$ cat config.mk
export PLATFORM = sky130hd
export DESIGN_NAME = specialreg_bank
export DESIGN_NICKNAME = d
export VERILOG_FILES = /design/src/rtl/specialreg_bank_pkg.sv /design/src/rtl/specialreg_stack.sv /design/src/rtl/specialreg_bank.sv
export SDC_FILE = /design/constraint.sdc
export NUM_CORES = 1
export LEC_CHECK = 0
export ABC_AREA = 1
export CORE_MARGIN = 10
export CORE_UTILIZATION = 50
export CTS_BUF_LIST = sky130_fd_sc_hd__clkbuf_16
export CTS_CLUSTER_DIAMETER = 80
export DETAILED_ROUTE_END_ITERATION = 7
export MAX_ROUTING_LAYER = met4
export PLACE_DENSITY_LB_ADDON = 0.05
export SETUP_SLACK_MARGIN = 0.05
export SLEW_MARGIN = 20
export SYNTH_ARGS = -nofsm -noshare
export SYNTH_HDL_FRONTEND = slang
export SYNTH_HIERARCHICAL = 1
export SYNTH_SLANG_ARGS = --single-unit
$ cat constraint.sdc
create_clock -name clk -period 14.38 [get_ports clk]
set_clock_uncertainty 0.2 [all_clocks]
set_input_delay 2.876 -clock clk [delete_from_list [all_inputs] [get_ports clk]]
set_output_delay 2.876 -clock clk [all_outputs]
set_load 0.1 [all_outputs]
$ cat src/rtl/specialreg_bank_pkg.sv
// Shared constants and types for the Elpis special-register (RM) bank.
//   PC_INITIAL    : reset value of rm0 (EPC)
//   RM_*          : fixed indices of the architected special registers
//   PSW_PRIV_BIT  : PSW bit that marks privileged (exception) mode
//   rm_event_e    : the single event the bank acts on in a given cycle
//   decode_event  : resolves simultaneous requests by priority
package specialreg_bank_pkg;

    localparam logic [31:0] PC_INITIAL   = 32'h0000_2000;

    localparam int          RM_EPC       = 0;
    localparam int          RM_ADDR      = 1;
    localparam int          RM_CAUSE     = 2;
    localparam int          RM_PSW       = 3;
    localparam int          RM_IO        = 4;
    localparam int          PSW_PRIV_BIT = 0;

    typedef enum logic [2:0] {
        EV_IDLE,
        EV_RESET,
        EV_EXC,
        EV_IRET,
        EV_WRITE
    } rm_event_e;

    // Only the highest-priority request survives; the rest are dropped
    // without any side effect.
    function automatic rm_event_e decode_event(input logic reset,
                                               input logic exc_valid,
                                               input logic iret,
                                               input logic we);
        if (reset)          return EV_RESET;
        else if (exc_valid) return EV_EXC;
        else if (iret)      return EV_IRET;
        else if (we)        return EV_WRITE;
        else                return EV_IDLE;
    endfunction

endpackage

$ cat src/rtl/specialreg_stack.sv
// LIFO shadow stack holding saved {rm0, rm1, rm2, rm3} contexts.
//   clk, reset : falling-edge clock, synchronous active-high reset
//   push, pop  : push has priority; push when full / pop when empty are ignored
//   din        : context to save
//   dout       : top entry (don't care while empty)
//   count      : current occupancy, saturates at DEPTH
//   full/empty : occupancy flags
module specialreg_stack #(
    parameter int WIDTH = 128,
    parameter int DEPTH = 4
) (
    input  logic                       clk,
    input  logic                       reset,
    input  logic                       push,
    input  logic                       pop,
    input  logic [WIDTH-1:0]           din,
    output logic [WIDTH-1:0]           dout,
    output logic [$clog2(DEPTH+1)-1:0] count,
    output logic                       full,
    output logic                       empty
);

    localparam int CW = $clog2(DEPTH + 1);
    localparam int IW = (DEPTH > 1) ? $clog2(DEPTH) : 1;

    logic [WIDTH-1:0] mem [0:(1<<IW)-1];
    logic [CW-1:0]    top_cnt;
    logic [IW-1:0]    wr_idx;
    logic [IW-1:0]    rd_idx;

    assign full    = (count == CW'(DEPTH));
    assign empty   = (count == '0);
    // Next free slot is mem[count]; the top entry sits one below it.
    assign top_cnt = count - CW'(1);
    assign wr_idx  = count[IW-1:0];
    assign rd_idx  = top_cnt[IW-1:0];
    assign dout    = mem[rd_idx];

    // Contents are not cleared on reset: count alone defines what is valid.
    always_ff @(negedge clk) begin
        if (reset) begin
            count <= '0;
        end else if (push && !full) begin
            mem[wr_idx] <= din;
            count       <= count + CW'(1);
        end else if (pop && !empty) begin
            count <= top_cnt;
        end
    end

endmodule

$ cat src/rtl/specialreg_bank.sv
// Special-register (RM) bank of the Elpis core with nested-exception support.
//   clk, reset          : falling-edge clock, synchronous active-high reset
//   exc_valid           : exception commit; loads exc_pc/exc_addr/exc_cause, psw=1
//   iret                : return from exception; pops the shadow stack if non-empty
//   we, wsel, wdata     : software RM write (out-of-range wsel ignored)
//   rsel, rdata         : combinational read port (0 for out-of-range rsel)
//   out_rm0/1/2, out_psw, out_rm4 : direct views of rm0..rm4
//   depth               : shadow-stack occupancy
//   overflow            : sticky, set when a nested exception finds the stack full
module specialreg_bank
    import specialreg_bank_pkg::*;
#(
    parameter int               XLEN        = 32,
    parameter int               NUM_RM      = 5,
    parameter int               STACK_DEPTH = 4,
    parameter logic [XLEN-1:0]  RST_PC      = XLEN'(PC_INITIAL)
) (
    input  logic                             clk,
    input  logic                             reset,
    input  logic                             exc_valid,
    input  logic [XLEN-1:0]                  exc_pc,
    input  logic [XLEN-1:0]                  exc_addr,
    input  logic [XLEN-1:0]                  exc_cause,
    input  logic                             iret,
    input  logic                             we,
    input  logic [$clog2(NUM_RM)-1:0]        wsel,
    input  logic [XLEN-1:0]                  wdata,
    input  logic [$clog2(NUM_RM)-1:0]        rsel,
    output logic [XLEN-1:0]                  rdata,
    output logic [XLEN-1:0]                  out_rm0,
    output logic [XLEN-1:0]                  out_rm1,
    output logic [XLEN-1:0]                  out_rm2,
    output logic [XLEN-1:0]                  out_psw,
    output logic [XLEN-1:0]                  out_rm4,
    output logic [$clog2(STACK_DEPTH+1)-1:0] depth,
    output logic                             overflow
);

    localparam int SW = $clog2(NUM_RM);

    logic [XLEN-1:0]   rm [NUM_RM];
    rm_event_e         ev;
    logic              priv;
    logic              wr_ok;
    logic              rd_ok;
    logic              stk_push;
    logic              stk_pop;
    logic              stk_full;
    logic              stk_empty;
    logic [4*XLEN-1:0] stk_din;
    logic [4*XLEN-1:0] stk_dout;

    assign ev    = decode_event(reset, exc_valid, iret, we);
    assign priv  = rm[RM_PSW][PSW_PRIV_BIT];
    assign wr_ok = ({1'b0, wsel} < (SW+1)'(NUM_RM));
    assign rd_ok = ({1'b0, rsel} < (SW+1)'(NUM_RM));

    // A nested exception saves the outer context on the same edge that the
    // new one is loaded; with the stack full the outer context is simply lost.
    assign stk_push = (ev == EV_EXC) && priv && !stk_full;
    assign stk_pop  = (ev == EV_IRET) && !stk_empty;
    assign stk_din  = {rm[RM_EPC], rm[RM_ADDR], rm[RM_CAUSE], rm[RM_PSW]};

    specialreg_stack #(
        .WIDTH (4*XLEN),
        .DEPTH (STACK_DEPTH)
    ) u_stack (
        .clk   (clk),
        .reset (reset),
        .push  (stk_push),
        .pop   (stk_pop),
        .din   (stk_din),
        .dout  (stk_dout),
        .count (depth),
        .full  (stk_full),
        .empty (stk_empty)
    );

    always_ff @(negedge clk) begin
        unique case (ev)
            EV_RESET: begin
                for (int i = 0; i < NUM_RM; i++) rm[i] <= '0;
                rm[RM_EPC] <= RST_PC;
                overflow   <= 1'b0;
            end
            EV_EXC: begin
                rm[RM_EPC]   <= exc_pc;
                rm[RM_ADDR]  <= exc_addr;
                rm[RM_CAUSE] <= exc_cause;
                rm[RM_PSW]   <= XLEN'(1);
                if (priv && stk_full) overflow <= 1'b1;
            end
            EV_IRET: begin
                if (!stk_empty) begin
                    {rm[RM_EPC], rm[RM_ADDR], rm[RM_CAUSE], rm[RM_PSW]} <= stk_dout;
                end else begin
                    // Outermost return: drop to user mode, EPC/addr stay readable.
                    rm[RM_CAUSE] <= '0;
                    rm[RM_PSW]   <= '0;
                end
            end
            EV_WRITE: begin
                if (wr_ok) rm[wsel] <= wdata;
            end
            default: ;
        endcase
    end

    always_comb begin
        rdata = '0;
        if (rd_ok) rdata = rm[rsel];
    end

    assign out_rm0 = rm[RM_EPC];
    assign out_rm1 = rm[RM_ADDR];
    assign out_rm2 = rm[RM_CAUSE];
    assign out_psw = rm[RM_PSW];
    assign out_rm4 = rm[RM_IO];

endmodule

# After elaboration in Yosys (flattened, before gate mapping)
# Memory sizes are Yosys's and may differ from the RTL's.
# Index checks and enable logic that the tools add are counted.
[totals] n_memories=1 elab_cells=66 out_inout_bits=196 inputBits=139 regBits=164 ramBits=512
[classes] bitwise=2 magnitude_cmp=5 reduce_logical=18 n_addsub=2 n_mux=23 n_eq_ne=8
[memory_table] memory="u_stack.mem" depth=4 word_bits=128 read_ports=1 rd_ports_with_merged_regs=0 wr=1 line_no="specialreg_stack.sv:26" text="logic [WIDTH-1:0] mem [0:(1<<IW)-1];"
[ops] operator="$pmux 128 s4" n=1
[ops] operator="$bwmux 160" n=1
[ops] operator="$mux 160" n=1
[ops] operator="$mux 32" n=4
[ops] operator="$mux 64" n=2
[ops] operator="$bmux 32 s3" n=1
[ops] operator="$demux 32 s3" n=1
[ops] operator="$pmux 32 s2" n=1
[ops] operator="$mux 3" n=6
[ops] operator="$ge 4x4->1 const B" n=2
[ops] operator="$not 3->4" n=2
[ops] operator="$logic_and 1x1->1" n=7
[ops] operator="$eq 3x2->1 const B" n=2
[ops] operator="$eq 3x3->1 const B" n=2
[ops] operator="$lt 3x3->1 const B" n=2
[ops] operator="$reduce_and 2->1" n=3
[ops] operator="$reduce_bool 2->1" n=3
[ops] operator="$lt 4x1->1 const B" n=1
[ops] operator="$mux 1" n=4
[ops] operator="$ne 2x2->1 const B" n=2
[ops] operator="$reduce_bool 4->1" n=1
[ops] operator="$add 3x1->3 const B" n=1
[ops] operator="$eq 3x1->1 const B" n=1
[ops] operator="$logic_not 3->1" n=1
[ops] operator="other kinds (5)" n=6

# Logic depth before layout (Yosys ltp)
[logic_depth] word_depth=11 depth_mapped=15 ltp_nobuf=11

# By module
# Netlist, hierarchy kept.
[by_module_without_submodules] module="specialreg_stack" cells_per_inst=1288 instances=1 seq_area_each_um2=15434.8 area_each_um2=19168.4
[by_module_without_submodules] module="specialreg_bank" cells_per_inst=1764 instances=1 seq_area_each_um2=4834.6 area_each_um2=11486.0

==> metrics.yaml <==
routing:
  drt-total-wl_mm: 115
  dr.first_iter.drc_count: 3639
  drc: 0
  ant_nets: 0
  num_vias: 27517
  wl_met2_mm: 54.4
  viasPerCell: 5.68
  top_layer_used: "met4"
  drt_pass1_iterations: 7
  wl_met1_mm: 42.0
  wl_per_cell_um: 23.7
  route.met3.wl_mm: 12.6
final_layout:
  area_growth_pct: 30.5
  fin_nets: 4140
  multiInputGateArea_um2: 8620
  seq_area_um2: 20300
  drive_above_1_share: 0.0526
  nFillCells: 4996
  final_cells: 4841
power_and_ir_drop:
  p_per_area_nw_per_um2: 154
  p_switching_mw: 2.14
  clkPwrFrac: 0.458
  sw_frac_of_total: 0.348
  intPower_mw: 4.01
  pwr-share-comb: 0.158
  peakVddDrop_uv: 124
  p_leak_nw: 18.2
  p_seq_frac: 0.384
  power_mw: 6.15
worst_setup_path:
  r2r_start: "u_stack/count[0]$_SDFFE_NP0P_"
  worstSetupPathType: "reg -> out"
  critical_path_arrival_ns: 10.34
  required_ns: 11.30
  endpoint_kind: "output port"
  timing.rr.end: "out_rm2[7]$_DFFE_NP_"
  reg2reg_slack_ns: 9.58
  worst_setup_path_start_kind: "flip-flop"
  path_max_fanout: 7
  rr_worst_depth: 12
clocking:
  htreeDepth: 3
  cts_resized: 0
  clk_pin_slew_worst_paths_ns: 0.04
  post_cts_buffers: 0
  insertion_delay_ns: 0.66
  cts_buffer_depth: 3
  cts_made_buffers: 76
  postCtsHoldBufs: 0
  cts.root.buffer_cell: "clkbuf_16"
  cts_tree: "done"
  cts_sinks: 676
die:
  die_x_um: 268
  rows: 90
  dieArea_um2: 71600
  die_h_um: 268
  start_util: 0.506
  core_area_um2: 60600
  ios: 335
timing:
  rsz0062_at_grt: "false"
  finalSetupViolCount: 0
  fin_hold_ws_ns: 0.358
  tightest_slew_ns: 1.46
  relSlewSlack: 0.0243
  maxSlewViolCount: 0
  hold_viol_final: 0
flow_run:
  maxCapViolations: 0
worst_hold_path:
  hold_end: "u_stack/mem[2][6]$_DFFE_NP_"
  min_from: "out_psw[6]$_DFFE_NP_"
  whs_path_depth: 0
  hold_class: "reg -> reg"
global_route:
  antenna_found_initial: 6
  grt_max_degree: 190
  grt_overflow: 0
  grt_pass1_wl_mm: 166
  grt_usage: 0.322
  grt_pass1_vias: 28140
placement:
  hpwl_mm: 71.6
  finalWeightedCongestion: 0.980
  port-buffer-count: 334
  placed_cells: 4025
yosys:
  synth.avg_cell_area_um2: 10.0
  synth_fp_nets: 3197
  ys_types: 24
  postSynthCellCount: 3052
  yosys_warnings: 6
  ys_seq_area_frac: 0.661
  ys_seq_elements: 676
  synthesis.area_um2: 30700
outcome:
  status: "finished clean"
## cells in the final DEF (no fill, tap or decap), types with 4 or more instances in the layout
cell type / n
nand3_1: 389
clkinvlp_2: 20
diode_2: 8
o22ai_2: 4
o21ai_0: 287
nor2_4: 7
nor2_2: 5
nand2_2: 5
ha_1: 4
buf_12: 18
buf_4: 36
clkdlybuf4s50_1: 332
inv_2: 6
clkbuf_16: 79
edfxtp_1: 673
bufinv_16: 15
nor2_1: 361
nand2_1: 727
inv_1: 933
o22ai_1: 124
## per-layer routing
layer	up-vias	GRT usage
met5	-	-
met4	0	0.204
met3	270	0.0958
met2	1779	0.481
met1	13139	0.379
li1	12329	-
## Yosys cell counts, drive strengths merged
library cell | n | area share
dfxtp | 3 | 0.0020
nor2 | 373 | 0.046
edfxtp | 673 | 0.66
nand3 | 389 | 0.064
a21oi | 3 | 0.00049
o22ai | 128 | 0.027
buf | 104 | 0.019
o21ai | 291 | 0.048
clkbuf | 93 | 0.011
nand2 | 732 | 0.090
ha | 6 | 0.0024
inv | 254 | 0.031
nor3 | 3 | 0.00082
## metrics by stage
stage | setup slack [ns] | util | area (um2) | TNS, ns
floorplan | -0.707 | - | 30700 | -361.85
global placement | 1.39 | 0.574 | 34800 | 0
detailed placement | 1.37 | 0.574 | 34800 | 0
CTS | 0.972 | 0.660 | 40000 | 0
global route | 0.834 | 0.660 | 40000 | 0
finish | 0.963 | 0.660 | 40000 | 0
## final cells by class
cell class              count  share of cell area
flip-flops and latches    676               0.507
multi-input cells        1925               0.216
repair buffers            388              0.0991
clock inverters           731              0.0802
clock buffers              79              0.0494
well taps                 782              0.0245
inverters                 252              0.0238
diodes                      8            0.000501
## critical path: stages (launching register included)
cell and delay [ns]:
edfxtp_1 0.57, inv_1 0.25, nand2_1 0.17, nand3_1 0.10, nand2_1 0.08, nand2_1 0.07, nand2_1 0.11, clkdlybuf4s50_1 1.14
## flip-flops by register name, summed over array words and instances, names as in the netlist
register	cells
out_rm4	32
overflow	1
u_stack/mem	512
out_rm0	32
out_psw	32
out_rm1	32
out_rm2	32
u_stack/count	3
## logic make-up after synthesis
logic type               share of synthesized area
AND/OR/NAND/NOR                              0.200
buffers and inverters                       0.0610
adder cells (fa/ha/maj)                    0.00245
flip-flops                                   0.661
AO/OA/AOI/OAI                               0.0749
## worst max path at each step
stage	start	endpoint	slack, ns
2_1_floorplan	iret	u_stack/mem[0][0]$_DFFE_NP_	-0.71
3_3_place_gp	reset	u_stack/mem[3][81]$_DFFE_NP_	1.39
3_5_place_dp	reset	u_stack/mem[3][115]$_DFFE_NP_	1.37
4_1_cts	out_psw[0]$_DFFE_NP_	rdata[0]	0.97
5_1_grt	out_psw[21]$_DFFE_NP_	rdata[21]	0.83
6_report	out_psw[0]$_DFFE_NP_	rdata[0]	0.96
## power by group through the flow
stage	combinational [mW]	clock [mW]	sequential (mW)
after global placement	0.955	0.279	2.38
after global routing	1.01	3.11	2.36
after floorplan	0.345	0.279	2.66
after CTS	0.964	2.87	2.36
after detailed placement	0.959	0.279	2.38
final	0.974	2.82	2.36
Note: power is estimated with default switching activity, not from simulation.
